<file path="config.mk">
export PLATFORM = sky130hd
export DESIGN_NAME = rr_stream_mux
export DESIGN_NICKNAME = d
export VERILOG_FILES = /design/src/rtl/rr_stream_mux.sv
export SDC_FILE = /design/constraint.sdc
export NUM_CORES = 1
export LEC_CHECK = 0
export ABC_AREA = 1
export BUFFER_PORTS_ARGS = -buffer_cell sky130_fd_sc_hd__buf_2
export CAP_MARGIN = 40
export CORE_AREA = 10 10 123 125
export DETAILED_ROUTE_END_ITERATION = 10
export DIE_AREA = 0 0 133 135
export PLACE_DENSITY = 0.86
export SYNTH_ARGS = -nofsm -noshare
export SYNTH_HDL_FRONTEND = slang
export SYNTH_SLANG_ARGS = --single-unit
</file>
<file path="constraint.sdc">
create_clock -name clk_i -period 4.75 [get_ports clk_i]
set_input_delay 0.95 -clock clk_i [delete_from_list [all_inputs] [get_ports clk_i]]
set_output_delay 0.95 -clock clk_i [all_outputs]
set_load 0.01 [all_outputs]
</file>
<file path="src/rtl/rr_stream_mux.sv">
// N-to-1 valid/ready stream mux with round-robin arbitration,
// optional burst locking and a registered output stage.
module rr_stream_mux #(
  parameter int unsigned NUM_REQ    = 4,
  parameter int unsigned DATA_WIDTH = 64,
  parameter int unsigned MAX_BURST  = 1
) (
  input  logic                                 clk_i,
  input  logic                                 arst_ni,
  input  logic                                 flush_i,
  input  logic [NUM_REQ-1:0][DATA_WIDTH-1:0]   in_data_i,
  input  logic [NUM_REQ-1:0]                   in_valid_i,
  output logic [NUM_REQ-1:0]                   in_ready_o,
  output logic [DATA_WIDTH-1:0]                out_data_o,
  output logic [$clog2(NUM_REQ)-1:0]           out_index_o,
  output logic                                 out_valid_o,
  input  logic                                 out_ready_i
);

  localparam int unsigned IW = $clog2(NUM_REQ);
  localparam int unsigned CW = $clog2(MAX_BURST + 1);

  typedef enum logic {
    ARB,
    HOLD
  } state_e;

  state_e          state_q, state_d;
  logic [IW-1:0]   ptr_q, ptr_d;
  logic [IW-1:0]   owner_q, owner_d;
  logic [CW-1:0]   cnt_q, cnt_d;
  logic [CW-1:0]   cnt_inc;

  logic [DATA_WIDTH-1:0] data_q;
  logic [IW-1:0]         index_q;
  logic                  valid_q;

  logic          accept;
  logic          hold_ok;
  logic [IW-1:0] rr_start;
  logic [IW-1:0] rr_idx;
  logic          rr_found;
  logic [IW:0]   rr_sum;
  logic [IW-1:0] gnt_idx;
  logic          gnt_any;
  logic          xfer;

  // Explicit wrap keeps non-power-of-two channel counts correct.
  function automatic logic [IW-1:0] wrap_inc(input logic [IW-1:0] x);
    if (x == IW'(NUM_REQ - 1)) return '0;
    return x + 1'b1;
  endfunction

  assign accept  = ~valid_q | out_ready_i;
  assign hold_ok = (state_q == HOLD) & in_valid_i[owner_q];
  assign cnt_inc = cnt_q + 1'b1;

  always_comb begin
    rr_start = (state_q == HOLD) ? wrap_inc(owner_q) : ptr_q;
    rr_found = 1'b0;
    rr_idx   = '0;
    rr_sum   = '0;
    for (int i = 0; i < NUM_REQ; i++) begin
      rr_sum = {1'b0, rr_start} + (IW+1)'(i);
      if (rr_sum >= (IW+1)'(NUM_REQ))
        rr_sum = rr_sum - (IW+1)'(NUM_REQ);
      if (!rr_found && in_valid_i[rr_sum[IW-1:0]]) begin
        rr_found = 1'b1;
        rr_idx   = rr_sum[IW-1:0];
      end
    end
  end

  assign gnt_idx = hold_ok ? owner_q : rr_idx;
  assign gnt_any = hold_ok | rr_found;
  assign xfer    = arst_ni & accept & ~flush_i & gnt_any;

  always_comb begin
    in_ready_o = '0;
    if (xfer) in_ready_o[gnt_idx] = 1'b1;
  end

  always_comb begin
    state_d = state_q;
    ptr_d   = ptr_q;
    owner_d = owner_q;
    cnt_d   = cnt_q;
    if (flush_i) begin
      state_d = ARB;
      cnt_d   = '0;
    end else if (accept) begin
      if (hold_ok) begin
        cnt_d = cnt_inc;
        if (cnt_inc == CW'(MAX_BURST)) begin
          ptr_d   = wrap_inc(owner_q);
          cnt_d   = '0;
          state_d = ARB;
        end
      end else if (xfer) begin
        if (MAX_BURST == 1) begin
          ptr_d = wrap_inc(rr_idx);
        end else begin
          owner_d = rr_idx;
          cnt_d   = CW'(1);
          state_d = HOLD;
        end
      end else if (state_q == HOLD) begin
        ptr_d   = wrap_inc(owner_q);
        cnt_d   = '0;
        state_d = ARB;
      end
    end
  end

  always_ff @(posedge clk_i or negedge arst_ni) begin
    if (!arst_ni) begin
      state_q <= ARB;
      ptr_q   <= '0;
      owner_q <= '0;
      cnt_q   <= '0;
    end else begin
      state_q <= state_d;
      ptr_q   <= ptr_d;
      owner_q <= owner_d;
      cnt_q   <= cnt_d;
    end
  end

  always_ff @(posedge clk_i or negedge arst_ni) begin
    if (!arst_ni) begin
      data_q  <= '0;
      index_q <= '0;
      valid_q <= 1'b0;
    end else if (flush_i) begin
      valid_q <= 1'b0;
    end else if (xfer) begin
      data_q  <= in_data_i[gnt_idx];
      index_q <= gnt_idx;
      valid_q <= 1'b1;
    end else if (valid_q && out_ready_i) begin
      valid_q <= 1'b0;
    end
  end

  assign out_data_o  = data_q;
  assign out_index_o = index_q;
  assign out_valid_o = valid_q;

endmodule
</file>
**Word-level counts from Yosys, hierarchy flattened**

Cells that the tools add are included.

- Register bits after elaboration: 71
- Input port bits: 264
- Output and inout bits: 71
- Word-level logic and storage cells: 112

- Add/sub/neg operators: 9
- Magnitude comparators: 10
- Eq/ne operators: 4
- Multiplexer cells: 59
- Bitwise logic cells: 8
- Reduce and logical (&&, ||, !) cells: 16

Operators with widths:

| kind | number |
|---|---|
| $bmux 64 s2 | 1 |
| $mux 64 | 1 |
| $mux 2 | 18 |
| $mux 1 | 33 |
| $lt 2x3->1 const B | 5 |
| $ge 3x3->1 const B | 3 |
| $reduce_bool 3->1 | 3 |
| $bmux 1 s2 | 4 |
| $sub 2x1->2 const B | 4 |
| $add 2x2->3 const B | 2 |
| $ne 3x3->1 const B | 2 |
| $reduce_and 3->1 | 2 |
| $logic_and 1x1->1 | 5 |
| $and 1x1->1 | 4 |
| $mux 4 | 1 |
| $reduce_and 4->1 | 1 |
| $add 2x1->3 const B | 1 |
| $ge 2x3->1 const B | 1 |
| $logic_not 1->1 | 3 |
| $add 2x1->2 const B | 1 |
| $demux 1 s2 | 1 |
| $eq 2x2->1 const B | 1 |
| $ge 2x1->1 const B | 1 |
| $ne 2x2->1 const B | 1 |
| 5 further kinds | 7 |

**Depth between registers and ports, before layout**

Gate-level depths: netlist (run 1).

- Depth after elaboration: 25
- Gate-level depth with buffers: 16

**Worst setup path after synthesis (run 1)**

Ideal clock, no wire load.

- Path type: input-to-output
- Start: input port in_valid_i[1]
- End: output port in_ready_o[3]
- Data arrival time: 2.233 ns
- Required time: 3.800 ns
- Path slack: 1.567 ns
- Stages: 13
- Path buffers: 1
- Path through: inv_1 -> nand2_1 -> nand3_1 -> nand2_1 -> nor2_4 -> nand2_1 -> nor2_2 -> inv_1 -> nand2_1 -> buf_2 -> ha_1 -> inv_1 -> nor2_1

- Cells in the longest elaborated chain, start to end: 18
- Elaborated cells on any way between the ends: 31
- Those cells by class: 2 x order compare; 20 x mux; 2 x bitwise; 7 x reduce/logical

Ends and longest elaborated chain:

| item | RTL line | text |
|---|---|---|
| start, declared | 12 | `input logic [NUM_REQ-1:0] in_valid_i,` |
| $bmux 1 s2 | 67 | `if (!rr_found && in_valid_i[rr_sum[IW-1:0]]) begin` |
| $mux 1 (not written as such) | 67 |  |
| $mux 1 | 67 |  |
| $logic_not 1->1 | 67 |  |
| $logic_and 1x1->1 | 67 |  |
| $mux 1 | 67 |  |
| $logic_not 1->1 | 67 |  |
| $logic_and 1x1->1 | 67 |  |
| (+2 left out) | -- |  |
| $logic_and 1x1->1 | 67 |  |
| $mux 2 | 67 |  |
| $mux 2 | 74 | `assign gnt_idx = hold_ok ? owner_q : rr_idx;` |
| $lt 2x3->1 (not written as such) / $ge 2x1->1 (equally long branches) | 80 | `if (xfer) in_ready_o[gnt_idx] = 1'b1;` |
| $logic_and 1x1->1 (not written as such) | 80 |  |
| $mux 1 (not written as such) | 80 |  |
| $demux 1 s2 | 80 |  |
| $mux 4 (*) | 80 |  |
| end, declared | 13 | `output logic [NUM_REQ-1:0] in_ready_o,` |

Mark *: on every way between the ends. The rest lies on a longest branch, timed or not. The select of a mux whose other input is x is not followed.

**Final worst setup path (run 1)**

- Start: input port in_valid_i[1]
- End: output port in_ready_o[0]

The elaborated chain is that of the path after synthesis.

==> results.cfg, run 1 <==
[status]
status = completed

[pwr]
ir_worst_vdd_v = 0.0007977
pwr-share-seq_pct = 17.0
p_comb_share_pct = 72.1
swShare_pct = 54.67
leakagePower_nw = 4.040
clkPwrFrac_pct = 10.8
switchingPower_w = 0.003290
power_density_nw_per_um2 = 848.4
p_int_w = 0.002728

[yosys]
synth_cells = 811
synth.net_count = 1079
netlist.area_leader.share_pct = 33.51
yosys.area_share.simple_pct = 55.10
synth_area_leaders = dfrtp_1 34%, nand3_1 32%, nand2_1 22%, buf_2 3.2%, buf_4 3.1%
synth_compound_area_share_pct = 0.9471
ys_seq_area_share_pct = 33.51
yosysTopAreaCell = dfrtp_1
netlist_area_sq_um = 5152
ys_warn_count = 0
synth_seq_cells = 69
muxShareOfSynthArea_pct = 0
synth_top_family_by_area = simple AND/OR/NAND/NOR gates
synth_fa_ha_area_share_pct = 0.9713
synth.distinct_cells = 22
syn_area_per_cell_sq_um = 6.353
synthXorXnorAreaFrac_pct = 0

[clock_network]
cts_tree = built
cts_resized = 0
clkSinkCount = 69
clk_latency_ps = 320
cts_setup_buffers = 0
clk_path_buf_depth = 2
path_clk_slew_ps = 50
root_buffer = clkbuf_16
h-tree-depth = 3
cts_buffers = 9
postCtsHoldBufs = 0

[finish]
nNetsFinal = 1367
fin_util_pct = 56.44
drive_gt1_share_pct = 33.85
area_delta_synth_final_pct = 37.66
antennaDiodeCount = 0

[setup_path]
crit_required_ps = 3800
critPathMaxFanout = 32
crit_chain = buf_2 -> inv_1 -> nand2_1 -> nand3_1 -> nand2_1 -> nor2_4 -> nand3_1 -> a21oi_4 -> buf_4 -> ha_1 -> inv_1 -> nor2_1 -> buf_2
arrival_ps = 2770
worstSetupStartpoint = in_valid_i[1]
rr_startpoint = ptr_q[0]
max_stage_delay_ps = 350
worstSetupStartpointType = primary input
worst_setup_path_end_kind = output port
critPathKind = in -> out
cp_slowest_cell = buf_4
cpLargestDelayFamily = simple AND/OR/NAND/NOR gates
crit_buf_inv = 5

[global_route]
grt_use_total_pct = 22.77
grt_pass1_wl_um = 33730
grt_pass1_vias = 6659
grt_max_degree = 69
antenna_found_initial = 0
grt_overflow = 0

[floorplanning]
die_h_um = 135
row_count = 41
start_util_pct = 41.00
top_level_ports = 335
dieArea_sq_um = 17960
die_x_um = 133
core-area_sq_um = 12570

[sta]
whs_ps = 471.6
rsz0062_at_grt = no
fin_tns_setup_ps = 0
timing.final.ws_setup_ps = 1032
fmax_mhz = 269.0
setup_viol = 0
finClkSkew_ps = 6.009
timing.final.max_slew_violations = 0
hold_violations = 0
max-slew-margin-rel_pct = 54.43
worst_pin_slew_ps = 683.6
timing.final.crit_share_pct = 78.27
min_period_ps = 3718

[route]
drt_wl_total_um = 21320
vias = 6727
drc = 0
drtPass1Iterations = 5
postRouteAntennaNets = 0
drt_iter0_markers = 577
wl_per_cell_um = 16.74
vias_per_cell = 5.280

[flow_run]
cap_violations = 0

[worst_hold_path]
hold_class = reg -> reg
hp-start = out_data_o[3]

[placement]
numPortBuffers = 334
dp.final_hpwl_um = 16630
place_congestion = 0.9585
dp_slack_ps = 1052
layout by cell type (no fill, tap or decap), types with 3 or more instances in the layout:
master / count
dfrtp_1: 69
inv_1: 15
buf_2: 333
inv_2: 3
o21ai_0: 3
ha_1: 4
clkbuf_16: 9
nand3_1: 327
nand2_2: 3
nand2_1: 299
buf_4: 13
nor2_1: 6
flip-flops by register name, summed over array words and instances (netlist names):
register and flops:
out_data_o 64, out_valid_o 1, out_index_o 2, ptr_q 2
area by class of cell:
| type | count | area [sq um] |
|---|---|---|
| Timing Repair Buffer | 349 | 1832 |
| Clock inverter | 2 | 35.03 |
| Inverter | 18 | 67.56 |
| Sequential cell | 69 | 1727 |
| Clock buffer | 12 | 246.5 |
| Fill cell | 1252 | 5475 |
| Multi-Input combinational cell | 652 | 2970 |
| Tap cell | 172 | 215.2 |
routing by layer:
metal  wire length (um)  part of all wire [%]  vias up  GRT usage (%)
met5                  0                     0        -              0
met4                892                   4.2        0          11.19
met3               2411                    11       64          7.864
met2              10150                    48      410          37.80
met1               7863                    37     2978          25.60
li1                   -                     -     3275              -
through the flow:
stage	power [W]	instances	instance area [sq um]
3_5_place_dp	0.005357	1260	6812
2_1_floorplan	0.004425	811	5152
6_report	0.006018	1274	7093
3_3_place_gp	0.005258	1258	6764
4_1_cts	0.006035	1274	7093
5_1_grt	0.006675	1274	7093
worst paths after layout:
kind	to	slack, ps	cells past startpoint
worst min register to register	out_data_o[3]	470	2
min in group asynchronous	out_data_o[42]	710	2
worst max register to register	out_data_o[26]	2080	13
worst min-delay path	out_data_o[3]	470	2
worst max-delay path	in_ready_o[0]	1030	13
max in group asynchronous	out_data_o[15]	3480	3
power groups by stage:
stage	logic, W	registers (W)	clock network [W]
final	0.00434	0.00103	0.000652
after CTS	0.00434	0.00103	0.000665
after detailed placement	0.00433	0.00103	0
after global placement	0.00424	0.00102	0
after global routing	0.00492	0.00106	0.000694
after floorplan	0.00328	0.00115	0
tightest hold or removal path, stage by stage, from the launching register on:
cell,delay [ps]
dfrtp_1,330
nand2_1,50
nand2_1,50
logic make-up after synthesis:
logic type               after synthesis
adder cells (fa/ha/maj)                4
buffers and inverters                 90
flip-flops                            69
AND/OR/NAND/NOR                      640
AO/OA/AOI/OAI                          8
cells in the mapped netlist:
cell type / count
a21oi_2: 1
a31oi_1: 1
buf_1: 6
buf_2: 33
buf_4: 21
buf_6: 4
clkbuf_1: 8
dfrtp_1: 69
ha_1: 4
inv_1: 15
inv_2: 3
nand2_1: 301
nand2_2: 2
nand3_1: 327
nand3_2: 2
nor2_1: 6
nor2_2: 1
nor2_4: 1
o21a_1: 1
o21ai_0: 3
o21ai_1: 1
o22ai_1: 1
Note: power is estimated with default switching activity, not from simulation.
==> run 2, diff against run 1 <==
--- a/config.mk
+++ b/config.mk
@@ -8,9 +8,10 @@
 export ABC_AREA = 1
 export BUFFER_PORTS_ARGS = -buffer_cell sky130_fd_sc_hd__buf_2
 export CAP_MARGIN = 40
-export CORE_AREA = 10 10 123 125
+export CORE_ASPECT_RATIO = 0.8
+export CORE_MARGIN = 10
+export CORE_UTILIZATION = 39
 export DETAILED_ROUTE_END_ITERATION = 10
-export DIE_AREA = 0 0 133 135
 export PLACE_DENSITY = 0.86
 export SYNTH_ARGS = -nofsm -noshare
 export SYNTH_HDL_FRONTEND = slang
==> constraint.sdc (replaced) <==
create_clock -name clk_i -period 2.98 [get_ports clk_i]
set_input_delay 0.596 -clock clk_i [delete_from_list [all_inputs] [get_ports clk_i]]
set_output_delay 0.596 -clock clk_i [all_outputs]
set_load 0.01 [all_outputs]
==> results.cfg, run 2 (synthesis results as in run 1) <==
[status]
status = completed

[route]
vias = 6798
drt_iter0_markers = 464
postRouteAntennaNets = 0
drtPass1Iterations = 5
drt_wl_total_um = 21810
wl_per_cell_um = 16.97
drc = 0
vias_per_cell = 5.290

[setup_path]
worstSetupStartpointType = flop
worstSetupStartpoint = ptr_q[0]
critPathMaxFanout = 6
crit_required_ps = 2380
worst_setup_path_end_kind = output port
timing.reg2reg.setup_slack_ps = 460
rr_startpoint = ptr_q[0]
reg2regPathDepth = 13
arrival_ps = 2320
critical_path.endpoint = in_ready_o[3]
rr_endpoint = out_data_o[26]
critPathKind = reg -> out

[worst_hold_path]
hold_class = in -> async

[global_route]
grt_use_total_pct = 22.24
top_usage_layer = met2
grt_overflow = 0
grt_pass1_vias = 6465
use_met3_pct = 9.011
met1_usage_pct = 24.73
grt_pass1_wl_um = 33380
antenna_found_initial = 3
grt_max_degree = 129
met2_usage_pct = 38.15

[finish]
stdcell_count = 1285
fin_util_pct = 55.50
nNetsFinal = 1373
area_delta_synth_final_pct = 39.12
register_area_sq_um = 1729
drive_gt1_share_pct = 34.84
final_area_sq_um = 7168
largest_register_ffs = 64
layout_common_cells = 334 x buf_2, 327 x nand3_1, 298 x nand2_1
final_common_cell = buf_2
fillers = 1259
multi_input_area_sq_um = 2975

[placement]
dp.final_hpwl_um = 16550
placed_cells = 1262
place_congestion = 0.8650
dp_slack_ps = 280.8
dpl_cell_area_sq_um = 6838
numPortBuffers = 334

[floorplanning]
row_count = 37
die_h_um = 122.8
core-area_sq_um = 12920
top_level_ports = 335
start_util_pct = 39.89
dieArea_sq_um = 18240
die_x_um = 148.5

[clock_network]
cts_buffers = 9
clk_latency_ps = 320
path_clk_slew_ps = 50
root_buffer = clkbuf_16
cts_tree = built
h-tree-depth = 3
clkSinkCount = 69
clk_path_buf_depth = 2

[pwr]
power_density_nw_per_um2 = 1354
ir_worst_vdd_v = 0.001100
leakagePower_nw = 4.067

[sta]
finClkSkew_ps = 3.964
max-slew-margin-rel_pct = 50.28
hold_violations = 0
timing.final.crit_share_pct = 97.82
fmax_mhz = 343.0
timing.final.ws_setup_ps = 64.89
timing.final.max_slew_violations = 0
min_period_ps = 2915
setup_viol = 0
worst_pin_slew_ps = 745.8

[flow_run]
cap_violations = 0
run 2: report_power, final:
part / internal, W / leakage, nW / total [W] / switching [W]
clock: 0.000574 / 0.130 / 0.000954 / 0.000380
combinational: 0.00241 / 3.08 / 0.00710 / 0.00469
sequential: 0.00139 / 0.857 / 0.00165 / 0.000257
total: 0.00437 / 4.07 / 0.00970 / 0.00533
run 2: critical path, stage by stage (launching register included):
cell     delay (ps)
dfrtp_2         440
buf_2           180
nand2_1          90
nand3_1         120
nand2_1         120
nor2_4          130
nand2_1          70
nor2_2          190
inv_1            90
nand2_2         100
ha_2            190
inv_1            40
nor2_1           80
buf_2           140
run 2: repair_timing:
| action | in CTS | in global routing |
|---|---|---|
| endpoints found under the setup margin | 4 | 4 |
| hold buffers | 0 | 0 |
| pin swaps | 0 | 3 |
| gates cloned | 0 | 0 |
| resized for setup | 1 | 7 |
| setup buffers | 0 | 7 |
run 2: worst min-delay path by stage:
stage / end / from / cells past startpoint
3_3_place_gp: out_data_o[32] / out_data_o[32] / 2
3_5_place_dp: out_data_o[53] / out_data_o[53] / 2
2_1_floorplan: out_data_o[0] / arst_ni / 0
5_1_grt: out_data_o[46] / arst_ni / 2
6_report: out_data_o[46] / arst_ni / 2
4_1_cts: out_data_o[46] / arst_ni / 2
run 2: area by class of cell:
type | instances | share of cell area [%]
inverter | 18 | 1.012
clock buffer | 10 | 3.334
clock inverter | 4 | 0.3666
sequential | 69 | 24.12
tap | 175 | 3.055
antenna | 2 | 0.06982
multi-input combinational | 652 | 41.51
timing repair buffer | 355 | 26.53
run 2: routing by layer:
| metal | up-vias | share of wire [%] |
|---|---|---|
| met3 | 38 | 12 |
| met4 | 2 | 2.8 |
| met5 | - | 0.060 |
| li1 | 3285 | - |
| met1 | 3091 | 38 |
| met2 | 382 | 48 |
run 2: through the flow:
| step | TNS [ps] | hold slack, ps | total power [W] |
|---|---|---|---|
| floorplan | 0 | 300.4 | 0.007054 |
| global placement | 0 | 458.1 | 0.008478 |
| detailed placement | 0 | 459.8 | 0.008639 |
| CTS | 0 | 372.2 | 0.009646 |
| global route | -79.41 | 402.4 | 0.01063 |
| finish | 0 | 370.3 | 0.009703 |
